File: config.mk
export PLATFORM = sky130hd
export DESIGN_NAME = wb_spi_host
export DESIGN_NICKNAME = d
export VERILOG_FILES = /design/src/rtl/wb_spi_host_pkg.sv /design/src/rtl/wb_spi_host_shift_engine.sv /design/src/rtl/wb_spi_host.sv
export SDC_FILE = /design/constraint.sdc
export NUM_CORES = 1
export LEC_CHECK = 0
export ABC_AREA = 1
export ABC_CLOCK_PERIOD_IN_PS = 3500
export CORE_ASPECT_RATIO = 0.7
export CORE_MARGIN = 3
export CORE_UTILIZATION = 25
export DETAILED_ROUTE_END_ITERATION = 6
export PLACE_DENSITY = 0.41
export SLEW_MARGIN = 10
export SYNTH_ARGS = -nofsm -noshare
export SYNTH_HDL_FRONTEND = slang
export SYNTH_HIERARCHICAL = 1
export SYNTH_SLANG_ARGS = --single-unit
File: constraint.sdc
create_clock -name clk_i -period 3.5 [get_ports clk_i]
set_input_delay 0.525 -clock clk_i [delete_from_list [all_inputs] [get_ports clk_i]]
set_output_delay 0.525 -clock clk_i [all_outputs]
set_load 0.005 [all_outputs]
File: src/rtl/wb_spi_host_pkg.sv
// Shared frame layout and state encoding for the Wishbone-to-SPI host.
// Frames carry a 24-bit header, then write data or dummy plus read data.
package wb_spi_host_pkg;

  localparam int HDR_BITS   = 24;
  localparam int DATA_BITS  = 8;
  localparam int DUMMY_BITS = 8;
  localparam int WR_BITS    = HDR_BITS + DATA_BITS;
  localparam int RD_BITS    = HDR_BITS + DUMMY_BITS + DATA_BITS;
  localparam int FRAME_W    = RD_BITS;

  typedef enum logic [1:0] {
    ST_IDLE,
    ST_SHIFT,
    ST_GAP
  } state_e;

  // Frames are left-aligned so the engine always shifts out bit FRAME_W-1.
  function automatic logic [FRAME_W-1:0] build_frame(
    input logic        we,
    input logic [22:0] adr,
    input logic [7:0]  dat
  );
    if (we) begin
      return {we, adr, dat, 8'h00};
    end
    return {we, adr, 16'h0000};
  endfunction

endpackage

File: src/rtl/wb_spi_host_shift_engine.sv
// SPI mode 0 shifter: SCK divider, bit counter and 40-bit shift register.
// Captures MISO on each rising SCK; the last 8 samples form rx_o.
import wb_spi_host_pkg::*;

module spi_shift_engine #(
  parameter int CLK_DIV = 2
) (
  input  logic               clk_i,
  input  logic               rst_i,
  input  logic               start_i,
  input  logic [FRAME_W-1:0] frame_i,
  input  logic [5:0]         nbits_i,
  input  logic               miso_i,
  output logic               sck_o,
  output logic               mosi_o,
  output logic               last_o,
  output logic [7:0]         rx_o
);

  localparam logic [7:0] DIV_END = 8'(CLK_DIV - 1);

  logic               active_q, active_d;
  logic               sck_q, sck_d;
  logic [7:0]         div_q, div_d;
  logic [5:0]         bit_q, bit_d;
  logic [5:0]         nbits_q, nbits_d;
  logic [FRAME_W-1:0] sr_q, sr_d;
  logic [7:0]         rx_q, rx_d;
  logic               div_end;

  assign div_end = (div_q == DIV_END);
  assign last_o  = active_q & sck_q & div_end
                 & (bit_q == nbits_q - 6'd1);
  assign sck_o   = sck_q;
  assign mosi_o  = active_q & sr_q[FRAME_W-1];
  assign rx_o    = rx_q;

  always_comb begin
    active_d = active_q;
    sck_d    = sck_q;
    div_d    = div_q;
    bit_d    = bit_q;
    nbits_d  = nbits_q;
    sr_d     = sr_q;
    rx_d     = rx_q;
    if (start_i) begin
      active_d = 1'b1;
      sck_d    = 1'b0;
      div_d    = '0;
      bit_d    = '0;
      nbits_d  = nbits_i;
      sr_d     = frame_i;
      rx_d     = '0;
    end else if (active_q) begin
      if (div_end) begin
        div_d = '0;
        if (!sck_q) begin
          sck_d = 1'b1;
          rx_d  = {rx_q[6:0], miso_i};
        end else begin
          sck_d = 1'b0;
          sr_d  = {sr_q[FRAME_W-2:0], 1'b0};
          if (last_o) begin
            active_d = 1'b0;
            bit_d    = '0;
          end else begin
            bit_d = bit_q + 6'd1;
          end
        end
      end else begin
        div_d = div_q + 8'd1;
      end
    end
  end

  always_ff @(posedge clk_i or posedge rst_i) begin
    if (rst_i) begin
      active_q <= 1'b0;
      sck_q    <= 1'b0;
      div_q    <= '0;
      bit_q    <= '0;
      nbits_q  <= '0;
      sr_q     <= '0;
      rx_q     <= '0;
    end else begin
      active_q <= active_d;
      sck_q    <= sck_d;
      div_q    <= div_d;
      bit_q    <= bit_d;
      nbits_q  <= nbits_d;
      sr_q     <= sr_d;
      rx_q     <= rx_d;
    end
  end

endmodule

File: src/rtl/wb_spi_host.sv
// Wishbone slave forwarding each access as one SPI frame to a remote
// SPI-to-Wishbone bridge; FSM and bus handshake live here.
import wb_spi_host_pkg::*;

module wb_spi_host #(
  parameter int CLK_DIV = 2
) (
  input  logic        clk_i,
  input  logic        rst_i,
  input  logic        cyc_i,
  input  logic        stb_i,
  input  logic        we_i,
  input  logic [22:0] adr_i,
  input  logic [7:0]  dat_i,
  output logic [7:0]  dat_o,
  output logic        ack_o,
  output logic        err_o,
  output logic        rty_o,
  output logic        spi_ss_n,
  output logic        spi_sck,
  output logic        spi_mosi,
  input  logic        spi_miso
);

  localparam logic [8:0] GAP_END = 9'(2 * CLK_DIV - 1);

  state_e     state_q, state_d;
  logic       ss_n_q, ss_n_d;
  logic       ack_q, ack_d;
  logic [7:0] dat_q, dat_d;
  logic       we_q, we_d;
  logic       abort_q, abort_d;
  logic [8:0] gap_q, gap_d;

  logic               start;
  logic               last;
  logic [7:0]         rx;
  logic [FRAME_W-1:0] frame;
  logic [5:0]         nbits;

  assign frame = build_frame(we_i, adr_i, dat_i);
  assign nbits = we_i ? 6'(WR_BITS) : 6'(RD_BITS);

  spi_shift_engine #(
    .CLK_DIV (CLK_DIV)
  ) u_engine (
    .clk_i   (clk_i),
    .rst_i   (rst_i),
    .start_i (start),
    .frame_i (frame),
    .nbits_i (nbits),
    .miso_i  (spi_miso),
    .sck_o   (spi_sck),
    .mosi_o  (spi_mosi),
    .last_o  (last),
    .rx_o    (rx)
  );

  always_comb begin
    state_d = state_q;
    ss_n_d  = ss_n_q;
    ack_d   = 1'b0;
    dat_d   = dat_q;
    we_d    = we_q;
    abort_d = abort_q;
    gap_d   = gap_q;
    start   = 1'b0;
    unique case (state_q)
      ST_IDLE: begin
        if (cyc_i && stb_i) begin
          start   = 1'b1;
          state_d = ST_SHIFT;
          ss_n_d  = 1'b0;
          we_d    = we_i;
          abort_d = 1'b0;
        end
      end
      ST_SHIFT: begin
        if (!cyc_i) begin
          abort_d = 1'b1;
        end
        if (last) begin
          state_d = ST_GAP;
          ss_n_d  = 1'b1;
          gap_d   = '0;
          // A master that left mid-frame gets no termination at all.
          ack_d   = cyc_i & ~abort_q;
          if (cyc_i && !abort_q && !we_q) begin
            dat_d = rx;
          end
        end
      end
      ST_GAP: begin
        gap_d = gap_q + 9'd1;
        if (gap_q == GAP_END) begin
          state_d = ST_IDLE;
          gap_d   = '0;
        end
      end
      default: begin
        state_d = ST_IDLE;
        ss_n_d  = 1'b1;
      end
    endcase
  end

  always_ff @(posedge clk_i or posedge rst_i) begin
    if (rst_i) begin
      state_q <= ST_IDLE;
      ss_n_q  <= 1'b1;
      ack_q   <= 1'b0;
      dat_q   <= '0;
      we_q    <= 1'b0;
      abort_q <= 1'b0;
      gap_q   <= '0;
    end else begin
      state_q <= state_d;
      ss_n_q  <= ss_n_d;
      ack_q   <= ack_d;
      dat_q   <= dat_d;
      we_q    <= we_d;
      abort_q <= abort_d;
      gap_q   <= gap_d;
    end
  end

  assign spi_ss_n = ss_n_q;
  assign ack_o    = ack_q;
  assign dat_o    = dat_q;
  assign err_o    = 1'b0;
  assign rty_o    = 1'b0;

endmodule

# ---- After elaboration in Yosys (flattened, before gate mapping)
# Index checks and enable logic that the tools add are counted.
dict set report classes {
  n_addsub 4
  eq_ne 10
  mux 45
  bitwise_logic 7
  n_reduce_logical 20
}
# op count
set ops {}
lappend ops {{40-bit 2-to-1 mux} 6}
lappend ops {{8-bit 2-to-1 mux} 7}
lappend ops {{6-bit 2-to-1 mux} 5}
lappend ops {{9-bit 2-to-1 mux} 2}
lappend ops {{9-bit one-hot mux with 2 select lines} 1}
lappend ops {{3-bit AND reduction} 6}
lappend ops {{1-bit 2-to-1 mux} 17}
lappend ops {{2-bit inequality test (second input constant)} 5}
lappend ops {{2-bit nonzero test} 5}
lappend ops {{9-bit by 1-bit adder with 9-bit output (second input constant)} 1}
lappend ops {{9-bit by 2-bit == test with 1-bit output (second input constant)} 1}
lappend ops {{8-bit by 1-bit adder with 8-bit output (second input constant)} 1}
lappend ops {{8-bit by 1-bit == test with 1-bit output (second input constant)} 1}
lappend ops {{6-bit by 1-bit adder with 6-bit output (second input constant)} 1}
lappend ops {{6-bit == test} 1}
lappend ops {{2-bit 2-to-1 mux} 3}
lappend ops {{2-bit one-hot mux with 3 select lines} 1}
lappend ops {{2-bit AND reduction} 3}
lappend ops {{6-bit by 1-bit subtractor with 6-bit output (second input constant)} 1}
lappend ops {{1-bit AND} 5}
lappend ops {{4-bit 2-to-1 mux} 1}
lappend ops {{1-bit logical AND} 3}
lappend ops {{1-bit one-hot mux with 3 select lines} 1}
lappend ops {{2-bit by 1-bit == test with 1-bit output (second input constant)} 1}
lappend ops {{other kinds (5)} 7}
dict set report totals {
  ff_bits 93
  in_bits 37
  output_inout_bits 14
}

# ---- Depth between registers and ports, before layout
# Gate-level depths: netlist (run 1).
dict set report logic_depth {
  ltp_word 8
  mapped_depth 16
}

# ---- Cells and area by module
# The synthesis (run 1) kept the hierarchy.
# module n_inst cells_each area_each_um2 seq_area_each_um2
set modules_own_cells {}
lappend modules_own_cells {spi_shift_engine 1 421 3444.6 1751.7}
lappend modules_own_cells {wb_spi_host 1 168 1198.6 576.8}

# ---- Least setup slack after synthesis (run 1)
# No wires, ideal clock.
dict set report synth_path {
  path_kind {input -> register}
  startpoint {input port cyc_i}
  endpoint {register u_engine.rx_q[0] (netlist: u_engine/rx_o[0])}
  arrival_time_ns 1.941
  required_ns 3.372
  slack_ns 1.430
  stages 7
  path_buffers 0
  cell_sequence {nand2_1 > nor3_1 > clkinv_1 > nand2_1 > o21ai_1 > nand2_1 > o21ai_0}
}
dict set report synth_between {
  elab_chain_len 5
}
# item line
set synth_rtl {}
lappend synth_rtl {{start, declared} wb_spi_host.sv:10} ;# input logic cyc_i,
lappend synth_rtl {{1-bit logical AND *} wb_spi_host.sv:70} ;# if (cyc_i && stb_i) begin
lappend synth_rtl {{1-bit 2-to-1 mux *} wb_spi_host.sv:70}
lappend synth_rtl {{1-bit 2-to-1 mux *} wb_spi_host.sv:68} ;# unique case (state_q)
lappend synth_rtl {{via start} wb_spi_host.sv:35} ;# logic start;
lappend synth_rtl {{2-bit inequality test (no source line) or 2-bit nonzero test (tied branches)} -}
lappend synth_rtl {{3-bit AND reduction (no source line)} -}
lappend synth_rtl {{end signal, assigned} wb_spi_host_shift_engine.sv:92} ;# rx_q <= rx_d;
lappend synth_rtl {{end, declared} wb_spi_host_shift_engine.sv:28} ;# logic [7:0] rx_q, rx_d;
# Mark *: on every way through the listed nets, which the timed path passes. The rest lies on a longest branch.
# A chain may end at the register's enable or synchronous reset.

# ---- Worst setup path in the final report (run 1)
dict set report layout_path {
  startpoint {register u_engine.div_q[1]}
  endpoint {register gap_q[0]}
}
dict set report layout_between {
  elab_chain_len 5
}
# item line
set layout_rtl {}
lappend layout_rtl {{start, declared} wb_spi_host_shift_engine.sv:24} ;# logic [7:0] div_q, div_d;
lappend layout_rtl {{start signal, assigned} wb_spi_host_shift_engine.sv:88} ;# div_q <= div_d;
lappend layout_rtl {{8-bit by 1-bit == test with 1-bit output} wb_spi_host_shift_engine.sv:31} ;# assign div_end = (div_q == DIV_END);
lappend layout_rtl {{1-bit AND} wb_spi_host_shift_engine.sv:32} ;# assign last_o = active_q & sck_q & div_end
lappend layout_rtl {{1-bit AND} wb_spi_host_shift_engine.sv:33} ;# & (bit_q == nbits_q - 6'd1);
lappend layout_rtl {{via last} wb_spi_host.sv:36} ;# logic last;
lappend layout_rtl {{2-bit inequality test (no source line)} -}
lappend layout_rtl {{2-bit AND reduction (no source line)} -}
lappend layout_rtl {{end signal, assigned} wb_spi_host.sv:123} ;# gap_q <= gap_d;
lappend layout_rtl {{end, declared} wb_spi_host.sv:33} ;# logic [8:0] gap_q, gap_d;
# The timed path passes the listed nets, and every way through them passes these cells.

==> results.md, run 1 <==
- After synthesis, the share of flip-flops with an asynchronous set or reset is 1.000.
- Across every metal layer, demand over resource in global routing totals 0.1170.
- Measured along the y axis, the die boundary spans 120.0 µm.
- The design draws 0.002629 W.
- After detailed placement, the design holds a cell count of 872.
- The worst-case IR drop observed on VDD is 0.0001826 V.
- The post-synthesis instance area is 4643 µm².
- The length in cells of the worst reg-to-reg path is 13.
- The distinct cell type count of the synthesized netlist is 35.
- The headroom to the max-slew limit is 0.3871.
- Synthesis produced around 590 cells.
- The leakage component of the power is about 2.7 nW.
- The floorplan has between 40 and 50 rows.
- The area occupied by registers is around 2300 µm².
- The setup-violating endpoint count in the final report is 0.
- Synthesis inferred slightly above 90 register bits.
- The data arrival time at the worst-slack endpoint is between 2 and 3 ns.
- The detailed router finished its first iteration with about 240 violations.
- The number of non-filler instances in the completed layout is ~890.
- The worst register-to-register path begins at u_engine/div_q[1].
- CTS built an H-tree with a depth of 3.
- After detailed routing, the total wire length is 11,270 µm.
- The later pin in the worst-skew pair is clocked with a latency of around 0.34 ns.
- The detailed-router iteration count before antenna repair is 4.
- Each instance of the synthesized netlist takes up on average approximately 7.9 µm².
- The post-place instance area is around 5400 µm².
- The average wire per cell in the routed design is around 13 µm.
- Summed over all layers, the global routing overflow is 0.
- The worst slack on hold paths is between 0.4 and 0.5 ns.
- In this run the tool buffered the top-level ports with 48 buffer cells.
- For the pin with the worst max-slew slack, the measured transition is between 0.9 and 1 ns.
- Setup repair after global routing left no endpoint under its margin.
- After floorplanning, the core was sized to cover around 18,000 µm².
- The dominant synthesized flop cell is dfrtp_1.
- The pin count of the biggest net entering global routing is 44.
- The via count of the first global-routing pass was 3,714.
- The launch point of the worst path is u_engine/div_q[1].
- The count of final max-slew check failures is 0.
- Of all nets on the critical path, the largest fanout is 18.
- The filler cells instantiated in the layout total 1,904.
- The placed wire-length estimate after detailed placement is between 7000 and 8000 µm.
- The area added between synthesis and finish is 23.96%.
- Pin placement for this block handled 51 I/O pins.
- The type of the most critical hold path is register to register.
- In this run the register-to-register setup slack is between 1 and 1.5 ns.
- Of the synthesized area, sequential elements account for 0.5015.
- In this run the power density over the cells is ~460 nW/µm².
- The destination of the critical timing path is gap_q[0].
- The area of the die is 20,270 µm².
- The number of clock sinks seen by CTS is 93.
- Summing all non-filler instances in the final layout gives an area of roughly 5800 µm².
- The routed layout has roughly 3,800 vias.
- In the final layout, the share of cells above drive strength 1 is 0.05982.
- For this design, the CTS-stage hold fixing added 0 buffers.
- The portion of the clock cycle consumed by the worst path in the final layout is 0.7020.
- Yosys mapped a number of flops with a built-in enable equal to 0.
- The number of setup buffers added after CTS is 0.
- The worst setup path is launched from a register.
- Routability-driven placement finished with a final weighted congestion of around 0.76.
- The number of gates resized after CTS was 0.
- The sort of element at the end of the critical path is a register.
- For the final database, setup skew stands at ~0.0084 ns.
- The run finished with clean final reports.
- TritonCTS created 9 clock buffers.
- The clock transition at the register clock pins on the worst setup and hold paths after CTS is 0.07 ns.
- The number of antenna repair diodes is 0.
- The Yosys step of the flow raised 6 warnings.
- The library cells used most frequently in the layout, excluding fill and tap cells, are 230 x nand2_1, 92 x dfrtp_1, 61 x inv_1, 48 x nand3_1, 48 x clkdlybuf4s50_1.
- The required time of the worst setup path is approximately 3.7 ns.
- The capture point of the worst reg-to-reg path is gap_q[0].
- In this run the deepest clock path goes through 2 buffers.
- The number of antenna violations at the first check in global routing is 0.
- TritonCTS built the clock tree.
- The total negative slack is 0 ns.
- After detailed routing, the number of vias per cell comes to 4.261.
- The detailed-route DRC error count is 0.
- The root buffer cell is clkbuf_16.
- The leading cell type in the layout, fill and taps excluded is nand2_1.
- The count of final hold-check violations is 0.
- Measured along the x axis, the die boundary spans between 150 and 200 µm.
- After the last flow step, the layout net total stands at between 600 and 700.
- The post-route minimum period is about 2.5 ns.
- The count of maximum capacitance violations is 0.
- The first global-routing pass estimated ~19,000 µm of wire.
- The antenna violation net count after detailed routing is 0.
- Based on the critical path, the design can be clocked at up to around 0.4 GHz.
- The initial standard-cell utilization of the core is 0.2564.
- The type of the worst setup path is register to register.
- The multi-input gate area in the final layout is about 2000 µm².
==> per-stage QoR <==
stage,setup WS [ns],util
2_1_floorplan,1.207,-
3_3_place_gp,0.9127,0.2988
3_5_place_dp,0.8844,0.2988
4_1_cts,1.021,0.3178
5_1_grt,0.7824,0.3178
6_report,1.043,0.3178
==> routing by layer <==
metal  vias to the layer above  track usage  wire (µm)
met3                         8      0.02667        415
met4                         0      0.02759         93
met1                      1750       0.1764       6165
met2                        55       0.1690       4597
li1                       1971            -          -
met5                         -            0          0
==> final cells by class <==
type	instances	share of cell area
multi-input combinational	423	0.3483
clock inverter	6	0.02022
timing repair buffer	53	0.09217
clock buffer	10	0.03978
tap	236	0.05130
sequential	93	0.4046
inverter	67	0.04370
==> Yosys cell counts (4+ instances only) <==
cell,n,area (µm²)
nor2_1,29,108.9
a21oi_1,6,30.03
clkbuf_1,9,33.78
nand3_1,48,240.2
nand2_1,230,863.3
inv_1,62,232.7
dfrtp_1,92,2302
o211ai_1,29,217.7
nand4_1,4,25.02
o21ai_1,5,25.02
nor3_1,4,20.02
ha_1,5,62.56
buf_4,4,30.03
o21ai_0,23,115.1
xor2_1,6,52.55
==> power by group <==
part	leakage, nW	switching [W]	internal (W)
clock	0.168	0.000434	0.000706
sequential	1.23	0.0000650	0.00114
combinational	1.28	0.000158	0.000127
total	2.68	0.000657	0.00197
==> how the worst min path moves through the flow <==
| stage | startpoint | endpoint | slack, ns | cells past startpoint |
|---|---|---|---|---|
| 6_report | u_engine/sr_q[0] | u_engine/sr_q[0] | 0.47 | 2 |
| 5_1_grt | u_engine/sr_q[0] | u_engine/sr_q[0] | 0.50 | 2 |
| 4_1_cts | u_engine/sr_q[0] | u_engine/sr_q[0] | 0.48 | 2 |
| 3_5_place_dp | u_engine/sr_q[0] | u_engine/sr_q[0] | 0.46 | 2 |
| 3_3_place_gp | u_engine/sr_q[0] | u_engine/sr_q[0] | 0.46 | 2 |
| 2_1_floorplan | u_engine/rx_o[7] | dat_o[7] | 0.44 | 2 |
==> flip-flops by register name (all words and copies together) (netlist names) <==
name and count:
spi_ss_n 1, u_engine/nbits_q 6, u_engine/sck_o 1, gap_q 9
u_engine/active_q 1, u_engine/sr_q 40, abort_q 1, u_engine/bit_q 6
ack_o 1, u_engine/rx_o 8, dat_o 8, u_engine/div_q 8
we_q 1, state_q 2
==> worst max-delay path: stages, from the launching register on <==
cell and delay, ns:
dfrtp_1 0.40, inv_1 0.08, ha_1 0.16, nand3_1 0.12, nor2_4 0.18, nand3_4 0.31, nor2_1 0.19, nand2_1 0.22
inv_1 0.15, nand2_2 0.12, nand2_1 0.12, inv_1 0.14, nand2_1 0.09, nand2_1 0.05
==> kinds of logic (layout without fill, tap and decap cells) <==
logic type | Yosys count | after routing | synth area share
simple gates | 329 | 329 | 0.3005
flops | 93 | 93 | 0.5015
buf+inv | 86 | 136 | 0.07841
compound gates | 67 | 67 | 0.09135
xor+xnor | 7 | 7 | 0.01320
fa+ha+maj | 5 | 5 | 0.01347
other cells | 2 | 15 | 0.001617
(Power assumes the default switching activity.)
==> run 2: changes to the inputs <==
--- a/config.mk
+++ b/config.mk
@@ -6,12 +6,12 @@
 export NUM_CORES = 1
 export LEC_CHECK = 0
 export ABC_AREA = 1
-export ABC_CLOCK_PERIOD_IN_PS = 3500
+export ABC_CLOCK_PERIOD_IN_PS = 2000
 export CORE_ASPECT_RATIO = 0.7
 export CORE_MARGIN = 3
 export CORE_UTILIZATION = 25
 export DETAILED_ROUTE_END_ITERATION = 6
-export PLACE_DENSITY = 0.41
+export PLACE_DENSITY = 0.42
 export SLEW_MARGIN = 10
 export SYNTH_ARGS = -nofsm -noshare
 export SYNTH_HDL_FRONTEND = slang
==> constraint.sdc (replaced) <==
create_clock -name clk_i -period 2 [get_ports clk_i]
set_input_delay 0.3 -clock clk_i [delete_from_list [all_inputs] [get_ports clk_i]]
set_output_delay 0.3 -clock clk_i [all_outputs]
set_load 0.005 [all_outputs]
==> results.md, run 2 (same netlist as run 1, synthesis figures left out) <==
- Result of the run: completed (unchanged).
- The number of buffers inserted during clock tree synthesis is 9 (unchanged).
- The pin count of the biggest net entering global routing is 71 (was 44).
- The clock latency on the worst-skew pair is 0.33 ns (was 0.34 ns).
- The slew of the pin with the lowest slew margin is 0.5440 ns (was 0.9183 ns).
- The type of the worst setup path was register to register (unchanged).
- The count of final hold-check violations is 0 (unchanged).
- The leakage component of the power is 2.777 nW (was 2.679 nW).
- The antenna violation net count after detailed routing is 0 (unchanged).
- The cell family contributing the most delay on the critical path is simple AND/OR/NAND/NOR gates (unchanged).
- The worst stage delay on the critical path is 0.40 ns (about the same).
- The worst clock skew is 0.007085 ns (was 0.008418 ns).
- The violation count after the first detailed-route iteration is 253 (was 242).
- The required time of the worst setup path is 2.27 ns (was 3.72 ns).
- The buffering stage count on the worst path with inverters included is 2 (was 3).
- The cell count after placement is 894 (was 872).
- The clock transition at the register clock pins on the worst setup and hold paths after CTS is 0.06 ns (was 0.07 ns).
- Highest-count cells in the layout ignoring fill and taps: 229 x nand2_1, 92 x dfrtp_1, 56 x inv_1, 48 x nand3_1, 48 x clkdlybuf4s50_1 (was 230 x nand2_1, 92 x dfrtp_1, 61 x inv_1, 48 x nand3_1, 48 x clkdlybuf4s50_1).
- The headroom to the max-slew limit came to 0.6349 (was 0.3871).
- The slack of the worst reg-to-reg path is 0.13 ns (was 1.04 ns).
- The path length in cells of the critical path was 12 (was 13).
- The initial standard-cell utilization of the core is 0.2564 (unchanged).
- The maximum number of buffers from clock root to sink was 2 (unchanged).
- The H-tree depth reported by CTS is 3 (unchanged).
- The layer with the highest usage is met1 (unchanged).
- The data arrival time at the worst-slack endpoint came to 2.15 ns (was 2.68 ns).
- Cells along the critical path: inv_1, ha_1, nand3_1, nor2_4, nand3_4, nor2_1, nand2_2, inv_4, nand2_8, nor3_4, nand2_1, nand2_1 (was inv_1, ha_1, nand3_1, nor2_4, nand3_4, nor2_1, nand2_1, inv_1, nand2_2, nand2_1, inv_1, nand2_1, nand2_1).
- The timing-limited maximum frequency came to 0.5338 GHz (was 0.4070 GHz).
- The detailed-router iteration count before antenna repair is 4 (unchanged).
- The number of nets in the layout is 712 (was 689).
- The number of buffers added to fix hold violations after cts is 0 (unchanged).
- The global-route track usage on met2 is 0.1612 (was 0.1690).
- The area of the die was 20,270 µm² (unchanged).
- The post-route minimum period is 1.873 ns (was 2.457 ns).
- The portion of the clock cycle consumed by the worst path in the final layout was 0.9367 (was 0.7020).
- The overall power is 0.004201 W (was 0.002629 W).
- The area added between synthesis and finish is 27.94% (was 23.96%).
- The via count of the first global-routing pass was 3,692 (was 3,714).
- The count of final max-slew check failures is 0 (unchanged).
- The global routing met1 resource utilization came to 0.1772 (was 0.1764).
- Registers with the highest flip-flop counts: u_engine/sr_q: 40 flops, gap_q: 9 flops (unchanged).
- The most frequent cell on the critical path is nand2_1 (unchanged).
- The detailed-route via count is 3,839 (was 3,784).
- The ratio of cells with drive above 1 in the final layout is 0.09941 (was 0.05982).
- The count of maximum capacitance violations was 0 (unchanged).
- The cell row count came to 41 (unchanged).
- The setup-violating endpoint count in the final report came to 0 (unchanged).
- The routability congestion estimate is 0.7890 (was 0.7563).
- The cell area after layout is 5941 µm² (was 5756 µm²).
- The clock tree from TritonCTS is yes (unchanged).
- The sort of element at the end of the critical path was a register (unchanged).
- The number of clock sinks seen by CTS came to 93 (unchanged).
- The maximum net fanout on the critical path is 8 (was 18).
- The register bank with the most flops is u_engine/sr_q (unchanged).
- The total routing usage reported by global routing is 0.1148 (was 0.1170).
- The post-place instance area is 5629 µm² (was 5410 µm²).
- The average wire per cell in the routed design is 12.24 µm (was 12.69 µm).
- The worst ir drop on vdd was 0.0003145 V (was 0.0001826 V).
- The detailed-route wire length is 11,130 µm (was 11,270 µm).
- The number of antenna violations at the first check in global routing was 0 (unchanged).
- The worst slack on hold paths came to 0.4005 ns (was 0.4719 ns).
- The number of non-filler instances in the completed layout was 910 (was 888).
- The number of vias per cell was 4.219 (was 4.261).
- The floorplan die height is 120.0 µm (unchanged).
- The standard cell with the maximum stage delay on the critical path is dfrtp_1 (unchanged).
- The type of the most critical hold path is input port to asynchronous set/reset pin (was register to register).
- The number of antenna repair diodes is 0 (unchanged).
- The count of input and output buffers is 48 (unchanged).
- The leading cell type in the layout, fill and taps excluded was nand2_1 (unchanged).
- The flip-flop count of the largest register after layout is 40 (unchanged).
- The total power divided by cell area is 707.2 nW/µm² (was 456.8 nW/µm²).
- The global routing met3 resource utilization is 0.02799 (was 0.02667).
- The sum of overflow across all layers after global routing is 0 (unchanged).
- The startpoint type of the worst setup path is a register (unchanged).
- RSZ-0062 raised after global routing: yes (was no).
- The first-pass GRT wire length came to 18,890 µm (was 19,230 µm).
- The placed wire-length estimate after detailed placement is 7773 µm (was 7753 µm).
- The detailed-route DRC error count was 0 (unchanged).
- The number of ports placed on the die boundary is 51 (unchanged).
- The die outline width is 168.9 µm (unchanged).
- The root buffer cell is clkbuf_16 (unchanged).
- The core region area is 18,110 µm² (unchanged).
- The length in cells of the worst reg-to-reg path was 12 (was 13).
-- run 2: cell count changes in the layout (fill, tap and decap cells not counted), sizes merged --
cell,change
buf,+23
bufinv,-3
clkbuf,+3
inv,-3
clkinv,+1
clkinvlp,+1
-- run 2: repair_timing --
item,CTS,global route
setup buffers,0,1
endpoints found under the hold margin,0,0
endpoints found under the setup margin,15,16
gates resized for setup,8,6
pin swaps,4,9
-- run 2: layer usage --
metal  share of wire  up-vias
met3           0.046       11
li1                -     2025
met5               0        -
met1            0.53     1730
met2            0.41       73
met4          0.0090        0
-- run 2: per-stage QoR --
stage / TNS [ns] / setup WS, ns / util
3_5_place_dp: -0.6063 / -0.04411 / 0.3109
6_report: 0 / 0.1266 / 0.3281
4_1_cts: 0 / 0.0009031 / 0.3267
5_1_grt: -0.4706 / -0.08825 / 0.3281
3_3_place_gp: -0.2214 / -0.02424 / 0.3109
2_1_floorplan: 0 / 0.05627 / -
-- run 2: final cells by class --
type | count | area, µm²
inverters | 67 | 257.7
fillers | 1933 | 12170
flip-flops and latches | 93 | 2328
clock inverters | 2 | 10.01
repair buffers | 76 | 753.2
clock buffers | 13 | 250.2
well taps | 236 | 295.3
multi-input cells | 423 | 2046
-- run 2: final timing paths --
path,from,end
max in group asynchronous,rst_i,u_engine/sr_q[20]
worst max-delay path,u_engine/div_q[1],dat_o[4]
worst min-delay path,rst_i,gap_q[8]
min in group clk_i,u_engine/sr_q[0],u_engine/sr_q[0]
worst min register to register,u_engine/sr_q[0],u_engine/sr_q[0]
worst max register to register,u_engine/div_q[1],dat_o[4]
-- run 2: report_power, final --
group / total, W / leakage, nW / internal, W / switching (W)
sequential: 0.00210 / 1.23 / 0.00200 / 0.000105
combinational: 0.000554 / 1.42 / 0.000261 / 0.000293
clock: 0.00155 / 0.129 / 0.000868 / 0.000679
total: 0.00420 / 2.78 / 0.00312 / 0.00108
-- run 2: worst register-to-register path, cell delays in order (launching register included) --
cell	delay, ns
dfrtp_1	0.40
inv_1	0.09
ha_1	0.17
nand3_1	0.13
nor2_4	0.13
nand3_4	0.08
nor2_1	0.14
nand2_2	0.09
inv_4	0.09
nand2_8	0.07
nor3_4	0.25
nand2_1	0.11
nand2_1	0.07
==> RTL change, RTL diff (config.mk and constraints of run 2) <==
The 3 states of `state_e` get a one-hot encoding in 3 bits.
--- a/src/rtl/wb_spi_host_pkg.sv
+++ b/src/rtl/wb_spi_host_pkg.sv
@@ -10,8 +10,8 @@
   localparam int FRAME_W    = RD_BITS;
 
-  typedef enum logic [1:0] {
-    ST_IDLE,
-    ST_SHIFT,
-    ST_GAP
+  typedef enum logic [2:0] {
+    ST_IDLE  = 3'b001,
+    ST_SHIFT = 3'b010,
+    ST_GAP   = 3'b100
   } state_e;
 
Behaviour: no difference found for any inputs over 10 cycles, from zero or initial values and one cycle with rst_i high; not proved beyond that.
==> RTL change against run 2 <==
- area after synthesis up 2.6%
- cell area up 2.6%
- highest routed layer unchanged
- wire length up 6.0%
- worst setup slack better by 10 ps
- count of clock-buffer cells in the layout unchanged
- sequential cell count up 1
Power is not compared: it rests on default switching activity, and its combinational part moved more than twofold at a synthesized area within 25%.
==> RTL change: results <==
set metrics [dict create \
    status "finished clean" \
    buffers 73 \
    seq_area_share_pct 38.64 \
    buf_share_pct 12.20 \
    clk_latency_ps 350 \
    grt_use_met3_pct 3.354 \
    grt_pass1_vias 3927 \
    place_ws_ps -28.47 \
    wl_per_cell_um 12.79 \
    inverters_excl_clock 72 \
    dr_wl_met2_um 4792 \
    synthTopCellsByArea "dfrtp_1, nand2_1, nand3_1" \
    avgSynthCellArea_um2 7.888 \
    clkCellAreaFrac_pct 4.559 \
    multi_input_comb_cells 433 \
    ff2ff_path_depth 15 \
    wl_met1_um 6416 \
    place_congestion 0.7472 \
    synthAdderAreaFrac_pct 1.313 \
    crit_fanout 5 \
    nets 725 \
    multi_input_area_share_pct 35.09 \
    dp_cells 906 \
    ys_top_cells_by_count "nand2_1, dfrtp_1, inv_1" \
    drt_iter0_markers 210 \
    arrival_ps 2100 \
    nFillCells 1946 \
    top_regs "u_engine/sr_q: 40 flops, gap_q: 9 flops" \
    synth-xor-area-share_pct 1.287 \
    skew_ps 7.250 \
    dr_wl_met3_um 445 \
    grt_start_max_net_pins 71 \
    viasPerCell 4.337 \
    synth_compound_area_share_pct 8.929 \
    drive_above_1_share_pct 11.21 \
    met2_usage_pct 17.17 \
    grt.total_usage_pct 12.07 \
    cp-endpoint "gap_q[5]$_DFFE_PP0P_" \
    grt_pass1_wl_um 19950 \
    final_cells 923 \
    fmax_mhz 536.8 \
    hpwl_um 8438 \
    reg2reg_from "u_engine/nbits_q[1]$_DFFE_PP0P_" \
    synthDistinctLibCells 36 \
    cts_sinks 94 \
    grtUsageMet1_pct 17.87 \
]
## RTL change: timing repair
item,CTS,global route
endpoints found under the hold margin,0,0
setup buffers,0,1
gates cloned,0,1
pin swaps,0,5
gates resized for setup,1,20
endpoints found under the setup margin,6,37
## RTL change: per-stage QoR
stage / TNS (ps) / instance area, um^2 / hold slack, ps / util [%]
final: 0 / 6093 / 391.1 / 33.18
after CTS: 0 / 6021 / 392.3 / 32.78
after global placement: 0 / 5736 / 456.6 / 31.23
after global routing: 0 / 6093 / 430.7 / 33.18
after detailed placement: -150.4 / 5736 / 458.4 / 31.23
after floorplan: 0 / 4817 / 313.1 / -
## RTL change: critical path, stage by stage, from the launching register on
cell	delay, ps
dfrtp_1	370
inv_2	60
ha_4	260
inv_1	30
nand2_1	50
nand2_1	50
nor2_2	100
nand3_1	90
nor2_2	110
nand2_2	90
inv_2	90
nand3_4	140
nand2_4	120
inv_2	70
nand2_1	60
nand2_1	50
